--- src/rtl/video_pkg.sv ---
// Shared 720p timing constants, frame-size helper and pixel/timing types
// for the video timing generator and its delay line.
package video_pkg;

  localparam int H_ACTIVE_720 = 1280;
  localparam int H_FP_720     = 110;
  localparam int H_SYNC_720   = 40;
  localparam int H_BP_720     = 220;
  localparam int V_ACTIVE_720 = 720;
  localparam int V_FP_720     = 5;
  localparam int V_SYNC_720   = 5;
  localparam int V_BP_720     = 20;

  localparam logic [23:0] BG_COLOR_DEF = 24'h000040;

  typedef struct packed {
    logic [7:0] r;
    logic [7:0] g;
    logic [7:0] b;
  } pixel_t;

  typedef struct packed {
    logic de;
    logic hs;
    logic vs;
  } timing_t;

  function automatic int total(input int active, input int fp, input int sync, input int bp);
    return active + fp + sync + bp;
  endfunction

endpackage

--- src/rtl/sync_delay_line.sv ---
// Parameterized-depth shift register that delays the raw {de,hs,vs} bundle
// to match the compositor pipeline latency.
module sync_delay_line #(
  parameter int DEPTH = 1,
  parameter int WIDTH = 3
) (
  input  logic             clk,
  input  logic             rst_n,
  input  logic [WIDTH-1:0] d_i,
  output logic [WIDTH-1:0] q_o
);

  logic [WIDTH-1:0] stage_q [DEPTH];

  // NOTE: this array is only a few flops deep, so every stage is reset to keep
  // sync/de outputs clean right after reset; large RAM-style arrays would not be.
  always_ff @(posedge clk or negedge rst_n) begin
    if (!rst_n) begin
      for (int i = 0; i < DEPTH; i++) stage_q[i] <= '0;
    end else begin
      // NOTE: non-blocking assignments let every stage sample its predecessor's
      // old value, so the loop order cannot collapse the shift register.
      stage_q[0] <= d_i;
      for (int i = 1; i < DEPTH; i++) stage_q[i] <= stage_q[i-1];
    end
  end

  assign q_o = stage_q[DEPTH-1];

endmodule

--- src/rtl/video_timing_gen.sv ---
// Free-running raster timing source: issues coordinates and raw vsync to the
// compositors, then registers their colour with delayed sync and data-enable.
module video_timing_gen
  import video_pkg::*;
#(
  parameter int          H_ACTIVE   = H_ACTIVE_720,
  parameter int          H_FP       = H_FP_720,
  parameter int          H_SYNC     = H_SYNC_720,
  parameter int          H_BP       = H_BP_720,
  parameter int          V_ACTIVE   = V_ACTIVE_720,
  parameter int          V_FP       = V_FP_720,
  parameter int          V_SYNC     = V_SYNC_720,
  parameter int          V_BP       = V_BP_720,
  parameter bit          SYNC_POL   = 1'b1,
  parameter int          PIPE_DELAY = 1,
  parameter logic [23:0] BG_COLOR   = BG_COLOR_DEF
) (
  input  logic        i_clk,
  input  logic        i_rst_n,
  output logic [15:0] o_x,
  output logic [15:0] o_y,
  output logic        o_v_sync_raw,
  output logic        o_frame_tick,
  input  logic [7:0]  i_red,
  input  logic [7:0]  i_green,
  input  logic [7:0]  i_blue,
  input  logic        i_sprite_hit,
  output logic [7:0]  o_red,
  output logic [7:0]  o_green,
  output logic [7:0]  o_blue,
  output logic        o_h_sync,
  output logic        o_v_sync,
  output logic        o_de
);

  localparam int          H_TOTAL  = total(H_ACTIVE, H_FP, H_SYNC, H_BP);
  localparam int          V_TOTAL  = total(V_ACTIVE, V_FP, V_SYNC, V_BP);
  localparam logic [15:0] H_LAST   = 16'(H_TOTAL - 1);
  localparam logic [15:0] V_LAST   = 16'(V_TOTAL - 1);
  localparam logic [15:0] H_ACT    = 16'(H_ACTIVE);
  localparam logic [15:0] V_ACT    = 16'(V_ACTIVE);
  localparam logic [15:0] HS_START = 16'(H_ACTIVE + H_FP);
  localparam logic [15:0] HS_END   = 16'(H_ACTIVE + H_FP + H_SYNC);
  localparam logic [15:0] VS_START = 16'(V_ACTIVE + V_FP);
  localparam logic [15:0] VS_END   = 16'(V_ACTIVE + V_FP + V_SYNC);

  logic [15:0] h_cnt_q, h_cnt_d;
  logic [15:0] v_cnt_q, v_cnt_d;
  logic        h_last, v_last;
  timing_t     raw, dly;
  pixel_t      pix_q, pix_d, bg_pix;
  logic        de_q, hs_q, vs_q;

  // NOTE: every variable gets a default at the top of the block, so no path
  // leaves it unassigned and no latch is inferred.
  always_comb begin
    h_last  = (h_cnt_q == H_LAST);
    v_last  = (v_cnt_q == V_LAST);
    h_cnt_d = h_last ? '0 : h_cnt_q + 16'd1;
    v_cnt_d = v_cnt_q;
    if (h_last) v_cnt_d = v_last ? '0 : v_cnt_q + 16'd1;
  end

  always_ff @(posedge i_clk or negedge i_rst_n) begin
    if (!i_rst_n) begin
      h_cnt_q <= '0;
      v_cnt_q <= '0;
    end else begin
      h_cnt_q <= h_cnt_d;
      v_cnt_q <= v_cnt_d;
    end
  end

  always_comb begin
    raw    = '0;
    raw.de = (h_cnt_q < H_ACT) && (v_cnt_q < V_ACT);
    raw.hs = (h_cnt_q >= HS_START) && (h_cnt_q < HS_END);
    raw.vs = (v_cnt_q >= VS_START) && (v_cnt_q < VS_END);
  end

  assign o_x          = h_cnt_q;
  assign o_y          = v_cnt_q;
  assign o_v_sync_raw = SYNC_POL ? raw.vs : ~raw.vs;
  assign o_frame_tick = (v_cnt_q == VS_START) && (h_cnt_q == '0);

  sync_delay_line #(
    .DEPTH (PIPE_DELAY),
    .WIDTH ($bits(timing_t))
  ) u_sync_delay_line (
    .clk   (i_clk),
    .rst_n (i_rst_n),
    .d_i   (raw),
    .q_o   (dly)
  );

  // Colour arriving now belongs to the coordinate whose de is leaving the delay line.
  assign bg_pix = BG_COLOR;

  always_comb begin
    pix_d = '0;
    if (dly.de) begin
      if (i_sprite_hit) begin
        pix_d.r = i_red;
        pix_d.g = i_green;
        pix_d.b = i_blue;
      end else begin
        pix_d = bg_pix;
      end
    end
  end

  always_ff @(posedge i_clk or negedge i_rst_n) begin
    if (!i_rst_n) begin
      pix_q <= '0;
      de_q  <= 1'b0;
      hs_q  <= 1'b0;
      vs_q  <= 1'b0;
    end else begin
      pix_q <= pix_d;
      de_q  <= dly.de;
      hs_q  <= dly.hs;
      vs_q  <= dly.vs;
    end
  end

  // Syncs are held active-high internally so reset maps to the inactive level.
  assign o_h_sync = SYNC_POL ? hs_q : ~hs_q;
  assign o_v_sync = SYNC_POL ? vs_q : ~vs_q;
  assign o_de     = de_q;
  assign o_red    = pix_q.r;
  assign o_green  = pix_q.g;
  assign o_blue   = pix_q.b;

endmodule

--- config.mk ---
export PLATFORM = sky130hd
export DESIGN_NAME = video_timing_gen
export DESIGN_NICKNAME = d
export VERILOG_FILES = /design/src/rtl/video_pkg.sv /design/src/rtl/sync_delay_line.sv /design/src/rtl/video_timing_gen.sv
export SDC_FILE = /design/constraint.sdc
export NUM_CORES = 1
export LEC_CHECK = 0
export CORE_ASPECT_RATIO = 1.1
export CORE_UTILIZATION = 46
export DETAILED_ROUTE_END_ITERATION = 16
export HOLD_SLACK_MARGIN = 0.12
export PLACE_DENSITY = 0.83
export SYNTH_ARGS = -nofsm -noshare
export SYNTH_HDL_FRONTEND = slang
export SYNTH_HIERARCHICAL = 1
export SYNTH_SLANG_ARGS = --single-unit
--- constraint.sdc ---
create_clock -name i_clk -period 2.4 [get_ports i_clk]
set_input_delay 0.24 -clock i_clk [delete_from_list [all_inputs] [get_ports i_clk]]
set_output_delay 0.24 -clock i_clk [all_outputs]
set_load 0.01 [all_outputs]
**Word-level counts from Yosys, hierarchy flattened**

Index checks and enable logic that the tools add are counted.

- Flip-flop bits (word level): 62
- Bits of input ports: 27
- Output and inout port bits: 61
- Logic and storage cells: 29

- Add/subtract/negate cells: 2
- $lt $le $gt $ge: 6
- Equal/unequal tests: 3
- Mux-type cells: 4
- Reductions and logical operators: 5

Operators with widths:

| cell | count |
|---|---|
| 24-bit 2-to-1 mux | 2 |
| 16-bit by 1-bit adder with 16-bit output, second input constant | 2 |
| 16-bit by 10-bit equality test with 1-bit output, second input constant | 2 |
| 16-bit by 10-bit less-than comparator with 1-bit output, second input constant | 2 |
| 16-bit by 11-bit less-than comparator with 1-bit output, second input constant | 2 |
| 16-bit 2-to-1 mux | 2 |
| 16-bit by 11-bit equality test with 1-bit output, second input constant | 1 |
| 16-bit by 10-bit greater-or-equal comparator with 1-bit output, second input constant | 1 |
| 16-bit by 11-bit greater-or-equal comparator with 1-bit output, second input constant | 1 |
| 16-bit zero test | 1 |
| 1-bit logical AND | 4 |

**Longest topological paths before layout**

Gate-level depths: netlist of the first run.

- Word-level depth: 2
- Gate-level depth with buffers: 8
- Depth with buffers taken out: 7

**Hierarchy**

The synthesis of the first run kept the hierarchy.

Modules (own cells, without submodules):

| module | times used | cells an instance | area an instance (µm²) | sequential area each (µm²) |
|---|---|---|---|---|
| video_timing_gen | 1 | 264 | 2757.6 | 1476.4 |
| sync_delay_line | 1 | 3 | 75.1 | 75.1 |

**Least setup slack after synthesis of the first run**

OpenSTA, ideal clock, no wires.

- Kind: reg-to-output
- From: reg v_cnt_q[10] (netlist: o_y[10])
- To: out o_frame_tick
- Arrival: 1.929 ns
- Required time: 2.160 ns
- Path slack: 0.231 ns
- Cell stages (with the launch flop): 6
- Path buffers: 1
- Path through: dfrtp_1 -> clkbuf_1 -> or4_4 -> or2_1 -> or3_1 -> nor4_2

- Word-level cells in the longest chain between the ends: 2

Ends and longest elaborated chain:

| element | RTL line | source |
|---|---|---|
| from (decl) | video_timing_gen.sv:48 | `logic [15:0] v_cnt_q, v_cnt_d;` |
| from (signal assigned) | video_timing_gen.sv:70 | `v_cnt_q <= v_cnt_d;` |
| 16-bit by 10-bit equality test with 1-bit output | video_timing_gen.sv:84 | `assign o_frame_tick = (v_cnt_q == VS_START) && (h_cnt_q == '0);` |
| 1-bit logical AND | video_timing_gen.sv:84 |  |
| to (decl) | video_timing_gen.sv:23 | `output logic o_frame_tick,` |

Every way passes these cells.

**Worst setup path after layout of the first run**

- From: reg v_cnt_q[15] (netlist: o_y[15])
- To: out o_frame_tick

Same word-level chain as after synthesis.

==> results of run 1 <==
worst max-delay path, stage by stage, from the launching register on:
cell and delay [ns]:
dfrtp_1 0.39, or4b_4 0.54, or2_1 0.28, or3_4 0.38, nor4_4 0.15, buf_2 0.17
cell families (layout without fill, tap and decap cells):
family | after synthesis | in the layout
compound gates | 39 | 39
xor+xnor | 16 | 16
fa+ha+maj | 6 | 6
buf+inv | 24 | 147
flops | 62 | 62
mux | 1 | 1
simple gates | 119 | 119
area by class of cell:
| class | count | share of cell area, % |
|---|---|---|
| clock inverter | 3 | 1.01 |
| multi-input combinational | 181 | 28.7 |
| sequential | 62 | 36.9 |
| inverter | 11 | 0.982 |
| tap | 77 | 2.29 |
| timing repair buffer | 120 | 26.3 |
| clock buffer | 13 | 3.78 |
timing repair:
item	CTS	global route
pin swaps	2	1
setup endpoints to repair	2	2
hold endpoints to repair	17	0
resized for setup	13	0
buffers inserted	2	3
hold buffers	1	0
cells in the mapped netlist (3+ instances only):
master    count
o21ai_0       5
inv_1        11
nor2_1       22
nand3_1      17
nand2_1      18
dfrtp_1      62
nand4_1       4
xnor2_1      11
o21ai_1      12
a21oi_1       5
nor3_1        6
o31ai_2       4
ha_1          6
clkbuf_1      9
and3_1       27
a31oi_1       3
xor2_1        5
stage by stage:
stage                     util [%]  power [mW]  hold WS (ns)
final                         71.9        2.13         0.348
after global routing          71.9        2.21         0.354
after CTS                     71.6        2.15         0.349
after detailed placement      67.4        1.22         0.203
after global placement        67.4        1.22         0.196
after floorplan                  -        1.12       -0.0556
flip-flops by register name (all words and copies together) (netlist names):
register / flops
o_blue: 8
o_x: 16
o_y: 16
o_green: 8
u_sync_delay_line/q_o: 3
o_v_sync: 1
o_h_sync: 1
o_red: 8
o_de: 1
layer usage:
| layer | wire length [µm] | vias up | GRT usage (%) |
|---|---|---|---|
| li1 | - | 1179 | - |
| met1 | 3020 | 1138 | 29.9 |
| met3 | 418 | 13 | 4.46 |
| met4 | 156 | 0 | 12.6 |
| met5 | 0 | - | 0 |
| met2 | 3260 | 98 | 35.2 |
path summary, 6_finish.rpt:
check / endpoint / slack, ns / cells after the start
min: o_v_sync / 0.35 / 0
max reg2reg: o_y[6] / 0.22 / 8
max in group asynchronous: o_y[10] / 1.37 / 3
min reg2reg: o_v_sync / 0.35 / 0
max: o_frame_tick / -0.09 / 5
min in group asynchronous: o_green[5] / 0.37 / 2
power by group:
part / switching [mW] / internal (mW)
Clock: 0.390 / 0.535
Sequential: 0.00465 / 1.07
Combinational: 0.0511 / 0.0833
Total: 0.446 / 1.68
==> run_results.csv, run 1 <==
group,metric,value,unit
yosys,synth_mux_area_share,0.398,%
die,core_area,5840,µm²
placed_design,port_buffers,87,
critical_path,critical_path_class,"flop to output pin",
placed_design,place_congestion,0.862,
finish,final_nets,418,
timing,finalSetupViolCount,2,
critical_path,reg2reg_from,"o_y[15]",
placed_design,dpl.hpwl,4770,µm
cts,clk_latency,0.34,ns
timing,worst_pin_slew,0.587,ns
yosys,synth_area_leaders,"dfrtp_1 55%, and3_1 6.0%, xnor2_1 3.4%",
yosys,postSynthNetCount,300,
finish,fillCellCount,422,
route,drc,0,
cts,cts.clk_slew.worst_paths,0.07,ns
yosys,synth_fa_ha_area_share,2.65,%
hold_path,hold_start,"u_sync_delay_line/q_o[0]",
cts,cts_tree,"done",
route,avgRoutedWirePerCell,14.7,µm
finish,final_cell_mix,"84 x clkdlybuf4s50_1, 62 x dfrtp_1, 32 x buf_4, 27 x and3_1, 22 x nor2_1",
yosys,synth_top_family_by_area,"simple AND/OR/NAND/NOR gates",
placed_design,dp_cells,445,
timing,finalCriticalPeriod,2.49,ns
die,start_util,48.5,%
finish,final-seq-area,1550,µm²
critical_path,end_kind,"output pin",
finish,final_common_cell,"clkdlybuf4s50_1",
yosys,yosys.area_share.simple,24.4,%
route,vias_per_cell,5.20,
die,die_height,84.3,µm
yosys,yosysSeqAreaShare,54.8,%
critical_path,crit_fanout,2,
die,die-width,76.8,µm
hold_path,hp-class,"flop to flop",
timing,fin_skew,0.00539,ns
power_and_ir_drop,power_density,507,nW/µm²
yosys,yosysTopAreaCell,"dfrtp_1",
yosys,netlist.area_leader.share,54.8,%
cts,cts_root_buf,"clkbuf_8",
global_routing,grt_pass1_vias,2351,
die,io_pins,88,
status,violations,"negative setup slack",
timing,setup_slack,-0.0937,ns
yosys,synth_area,2830,µm²
yosys,synth-async-reset-ratio,100,%
yosys,syn-instance-count,267,
timing,fin_setup_tns,-0.160,ns
global_routing,grt_max_degree,26,
timing,rsz0062_at_grt,"yes",
route,wirelength,6850,µm
placed_design,postPlaceCellArea,3940,µm²
finish,multiInputGateArea,1210,µm²
global_routing,grt_overflow_total,0,
finish,n_antenna_cell,0,
global_routing,antenna_found_initial,0,
critical_path,arrival,2.25,ns
cts,cts_num_sinks,62,
route,vias,2428,
route,antenna_left,0,
timing,hold_viol,0,
timing,relSlewSlack,59.8,%
critical_path,required,2.16,ns
finish,final_cells,467,
placed_design,pre_cts_ws,-0.266,ns
yosys,synthFlopType,"dfrtp_1",
critical_path,startpoint,"o_y[15]",
die,num_rows,29,
yosys,synthDistinctLibCells,45,
yosys,ys_seq_elements,62,
critical_path,crit_path_start_kind,"flop",
global_routing,track_usage,22.7,%
cts,ctsHtreeMaxLevel,3,
status,status,"finished with violations",
timing,max_freq,0.401,GHz
cts,numCtsBuffers,9,
finish,synthToLayoutAreaGrowth,48.4,%
yosys,syn_area_per_cell,10.6,µm²
timing,drv_slew,0,
timing,post-route-period-util,104,%
finish,fin_area,4200,µm²
global_routing,grt_pass1_wl,11300,µm
route,drtIter0Drc,104,
finish,drive_above_1_share,16.4,%
power_and_ir_drop,irDropWorstVdd,0.574,mV
route,dr.pass1.iters,4,
power_and_ir_drop,p_leak,1.90,nW
yosys,synth_edf_count,0,
yosys,yosys_warnings,6,
flow_run,max_cap_viol_count,0,
cts,clock_path_buffers,2,
die,die_area,6480,µm²
yosys,synth_compound_area_share,9.14,%
yosys,synth-xor-area-share,4.95,%
Note: power is estimated with default switching activity, not from simulation.
==> inputs of run 2 (changes only) <==
--- a/config.mk
+++ b/config.mk
@@ -6,6 +6,7 @@
 export NUM_CORES = 1
 export LEC_CHECK = 0
 export CORE_ASPECT_RATIO = 1.1
+export CORE_MARGIN = 2
 export CORE_UTILIZATION = 46
 export DETAILED_ROUTE_END_ITERATION = 16
 export HOLD_SLACK_MARGIN = 0.12
==> run_results.csv, run 2 (synthesized netlist as in run 1, its figures left out) <==
group,metric,value,unit
status,status,"finished with violations",
status,violations,"negative setup slack",
placed_design,postPlaceCellArea,3900,µm²
global_routing,antenna_found_initial,0,
die,die_area,6800,µm²
placed_design,dpl.hpwl,5000,µm
route,wl_met1,3100,µm
critical_path,worstPathCellList,"or4_4 -> or2_4 -> or3_4 -> nor4_4 -> buf_2",
power_and_ir_drop,power.internal,1.68,mW
finish,drive_above_1_share,15.2,%
cts,clock_path_buffers,2,
timing,drv_slew,0,
placed_design,place_congestion,0.824,
critical_path,crit_path_start_kind,"flop",
critical_path,crit_fanout,2,
timing,worst_pin_slew,0.661,ns
route,vias_per_cell,5.32,
timing,finalSetupViolCount,2,
cts,cts_num_sinks,62,
finish,final_cell_mix,"84 x clkdlybuf4s50_1, 62 x dfrtp_1, 27 x and3_1, 23 x buf_4, 22 x nor2_1",
hold_path,hp-class,"flop to flop",
cts,cts_tree,"done",
die,io_pins,88,
route,top_layer,"met4",
power_and_ir_drop,power_switching,0.455,mW
timing,relSlewSlack,55.6,%
timing,rsz0062_at_grt,"yes",
critical_path,reg2reg_from,"o_y[10]",
die,die-width,78.8,µm
die,start_util,48.2,%
critical_path,max_stage_delay,0.54,ns
die,core_area,5880,µm²
power_and_ir_drop,irDropWorstVdd,0.402,mV
power_and_ir_drop,power.total,2.14,mW
finish,final_common_cell,"clkdlybuf4s50_1",
route,drtIter0Drc,154,
timing,max_freq,0.411,GHz
critical_path,crit_family,"simple AND/OR/NAND/NOR gates",
cts,cts.clk_slew.worst_paths,0.07,ns
hold_path,hold_start,"u_sync_delay_line/q_o[0]",
route,antenna_left,0,
cts,clk_latency,0.34,ns
finish,final_nets,409,
global_routing,grt_max_degree,26,
critical_path,required,2.16,ns
cts,numCtsBuffers,9,
critical_path,cp_slowest_cell,"or4_4",
critical_path,end_kind,"output pin",
power_and_ir_drop,switching_share,21.3,%
timing,hold_viol,0,
route,dr.pass1.iters,4,
route,drc,0,
timing,finalCriticalPeriod,2.43,ns
critical_path,startpoint,"o_y[10]",
finish,synthToLayoutAreaGrowth,46.1,%
global_routing,grt_pass1_wl,11400,µm
route,wl_met2,3390,µm
finish,fin_area,4140,µm²
global_routing,grt_overflow_total,0,
critical_path,arrival,2.19,ns
critical_path,crit_buf_inv,1,
finish,final_cells,458,
power_and_ir_drop,power_density,516,nW/µm²
route,wirelength,7020,µm
placed_design,dp_cells,440,
power_and_ir_drop,clockPowerShare,43.6,%
finish,n_antenna_cell,0,
placed_design,port_buffers,87,
power_and_ir_drop,p_comb_share,6.3,%
cts,ctsHtreeMaxLevel,3,
critical_path,critical_path_class,"flop to output pin",
flow_run,max_cap_viol_count,0,
global_routing,track_usage,21.6,%
die,die_height,86.3,µm
power_and_ir_drop,p_leak,1.86,nW
die,num_rows,29,
route,avgRoutedWirePerCell,15.3,µm
route,vias,2437,
timing,fin_skew,0.00702,ns
global_routing,grt_pass1_vias,2366,
cts,cts_root_buf,"clkbuf_8",
timing,setup_slack,-0.0309,ns
route,wl_met3,424,µm
power_and_ir_drop,pwr-share-seq,50.1,%
timing,post-route-period-util,101,%
run 2: worst register-to-register path, stage by stage (launching register included):
cell and delay (ns):
dfrtp_1 0.38, or4_4 0.54, buf_4 0.15, nor4_2 0.31, buf_4 0.25, a21oi_1 0.07
o31ai_1 0.25, o41ai_1 0.12
run 2: per-layer routing:
metal,vias to the layer above,GRT usage (%)
li1,1153,-
met1,1179,28.8
met2,96,35.1
met3,9,4.27
met4,0,8.62
met5,-,0
run 2: area by class of cell:
type	count	area, µm²
clock inverter	5	57.6
fill	434	1740
timing repair buffer	111	1040
sequential	62	1550
inverter	11	41.3
tap	77	96.3
clock buffer	11	151
multi-input combinational	181	1200
run 2: metrics by stage:
step           worst slack [ns]  hold WS (ns)  setup TNS, ns  utilization (%)
5_1_grt                 -0.0676         0.354         -0.114             70.4
3_5_place_dp             -0.218         0.206         -0.334             66.3
6_report                -0.0309         0.351        -0.0358             70.4
3_3_place_gp             -0.204         0.205         -0.295             66.3
4_1_cts                 -0.0218         0.351        -0.0218             70.2
2_1_floorplan             0.231       -0.0556              0                -
run 2: final timing paths:
| check | endpoint | cells past startpoint | slack (ns) |
|---|---|---|---|
| setup / recovery | o_frame_tick | 5 | -0.03 |
| hold / removal | o_v_sync | 0 | 0.35 |
| setup reg to reg | o_y[6] | 7 | 0.21 |
| hold reg to reg | o_v_sync | 0 | 0.35 |
| max in group asynchronous | o_blue[6] | 3 | 1.35 |
| min in group asynchronous | o_red[4] | 2 | 0.37 |
run 2: power groups by stage:
stage               sequential (mW)  combinational [mW]  clock, mW
global route                   1.07               0.149      0.990
floorplan                      1.10              0.0166          0
detailed placement             1.09               0.136          0
finish                         1.07               0.136      0.931
CTS                            1.07               0.138      0.943
global placement               1.09               0.134          0
run 2: repair_timing:
action / 4_1_cts / 5_1_grt
hold endpoints to repair: 18 / 0
endpoints found under the setup margin: 2 / 2
pin swaps: 1 / 1
buffers inserted: 0 / 1
hold buffers: 1 / 0
resized for setup: 12 / 1
==> inputs of run 3 (changes only) <==
--- a/config.mk
+++ b/config.mk
@@ -7,10 +7,10 @@
 export LEC_CHECK = 0
 export CORE_ASPECT_RATIO = 1.1
 export CORE_MARGIN = 2
-export CORE_UTILIZATION = 46
+export CORE_UTILIZATION = 48
+export CTS_BUF_LIST = sky130_fd_sc_hd__clkbuf_8
 export DETAILED_ROUTE_END_ITERATION = 16
-export HOLD_SLACK_MARGIN = 0.12
-export PLACE_DENSITY = 0.83
+export PLACE_DENSITY = 0.86
 export SYNTH_ARGS = -nofsm -noshare
 export SYNTH_HDL_FRONTEND = slang
 export SYNTH_HIERARCHICAL = 1
==> run_results.csv, run 3 (synthesized netlist as in run 1, its figures left out) <==
group,metric,value,unit
timing,relSlewSlack,56.1,%
hold_path,worst_hold_path.num_cells,0,
flow_run,max_cap_viol_count,0,
finish,final_nets,418,
critical_path,end_kind,"output pin",
critical_path,crit_fanout,2,
cts,cts_tree,"done",
die,die_area,6530,µm²
finish,synthToLayoutAreaGrowth,50.2,%
cts,clock_path_buffers,2,
critical_path,arrival,2.23,ns
critical_path,required,2.16,ns
cts,ctsHtreeMaxLevel,3,
status,status,"finished with violations",
route,vias,2611,
timing,finalSetupViolCount,2,
critical_path,critical_path_class,"flop to output pin",
timing,post-route-period-util,103,%
status,violations,"negative setup slack",
placed_design,port_buffers,87,
critical_path,startpoint,"o_y[13]",
route,antenna_left,0,
timing,finalCriticalPeriod,2.47,ns
die,io_pins,88,
global_routing,grt_overflow_total,0,
cts,numCtsBuffers,9,
cts,cts_root_buf,"clkbuf_8",
critical_path,r2r-end,"u_sync_delay_line/q_o[0]",
global_routing,track_usage,25.0,%
power_and_ir_drop,irDropWorstVdd,0.335,mV
hold_path,hp-class,"flop to flop",
die,die_height,84.6,µm
finish,fillCellCount,377,
route,drtIter0Drc,160,
placed_design,place_congestion,0.848,
timing,worst_pin_slew,0.656,ns
critical_path,r2r_setup_slack,0.03,ns
die,num_rows,29,
finish,final_cell_mix,"84 x clkdlybuf4s50_1, 62 x dfrtp_1, 31 x buf_4, 27 x and3_1, 22 x nor2_1",
power_and_ir_drop,p_leak,1.93,nW
cts,cts_num_sinks,62,
route,dr.pass1.iters,4,
finish,n_antenna_cell,0,
timing,max_freq,0.405,GHz
route,avgRoutedWirePerCell,17.4,µm
global_routing,grt_pass1_wl,12900,µm
cts,cts.clk_slew.worst_paths,0.07,ns
global_routing,grt_pass1_vias,2614,
timing,setup_slack,-0.0691,ns
timing,drv_slew,0,
global_routing,grt_max_degree,63,
critical_path,reg2reg_from,"o_y[13]",
finish,drive_above_1_share,17.2,%
route,wirelength,8140,µm
timing,rsz0062_at_grt,"yes",
hold_path,holdPathEnd,"o_h_sync",
power_and_ir_drop,power_density,533,nW/µm²
finish,final_core_util,74.2,%
hold_path,hold_start,"u_sync_delay_line/q_o[1]",
die,start_util,49.4,%
cts,clk_latency,0.34,ns
timing,fin_skew,0.00669,ns
critical_path,r2r.worst_path.cells,10,
timing,hold_viol,0,
die,die-width,77.2,µm
route,drc,0,
finish,final_common_cell,"clkdlybuf4s50_1",
route,vias_per_cell,5.59,
die,core_area,5730,µm²
global_routing,antenna_found_initial,0,
timing,fin_setup_tns,-0.131,ns
power_and_ir_drop,power.total,2.27,mW
critical_path,crit_path_start_kind,"flop",
placed_design,dpl.hpwl,5290,µm
[run 3: cell type report]
type | instances | area, µm² | area share, %
clock buffers | 11 | 151 | 3.56
clock inverters | 5 | 81.3 | 1.91
inverters | 11 | 41.3 | 0.970
multi-input cells | 181 | 1210 | 28.4
flip-flops and latches | 62 | 1550 | 36.5
well taps | 77 | 96.3 | 2.26
repair buffers | 120 | 1120 | 26.4
[run 3: stage by stage]
step	hold WS [ns]	cell area, µm²	std cells	worst slack, ns
floorplan	-0.0556	2830	267	0.231
global placement	0.269	3930	442	-0.246
detailed placement	0.272	3930	442	-0.272
CTS	0.360	4240	467	-0.0537
global route	0.363	4260	467	-0.118
finish	0.358	4260	467	-0.0691
[run 3: report_power, final]
group | internal (mW) | leakage, nW | switching [mW]
sequential | 1.06 | 0.813 | 0.00598
combinational | 0.0848 | 1.00 | 0.0553
clock | 0.641 | 0.116 | 0.415
total | 1.79 | 1.93 | 0.476
[run 3: worst max-delay path by stage]
| stage | to | slack (ns) | cells after the start |
|---|---|---|---|
| floorplan | o_frame_tick | 0.23 | 5 |
| global placement | o_frame_tick | -0.25 | 5 |
| detailed placement | o_frame_tick | -0.27 | 5 |
| CTS | o_frame_tick | -0.05 | 5 |
| global route | o_frame_tick | -0.12 | 5 |
| finish | o_v_sync_raw | -0.07 | 5 |
[run 3: routing by layer]
layer,part of all wire (%),GRT usage [%],wire length (µm)
met5,0,0,0
met4,1.5,6.82,123
met3,7.1,7.20,581
met2,51,43.2,4180
met1,40,30.5,3260
[run 3: critical path: stages (launching register included)]
cell	delay [ns]
dfrtp_1	0.39
or4_4	0.55
or2_4	0.26
or3_4	0.37
a21oi_4	0.17
buf_4	0.16
[run 3: timing repair]
action,in CTS,in global routing
hold endpoints to repair,62,0
hold buffers,1,0
endpoints found under the setup margin,2,3
buffers inserted,8,1
pin swaps,2,1
resized for setup,12,4
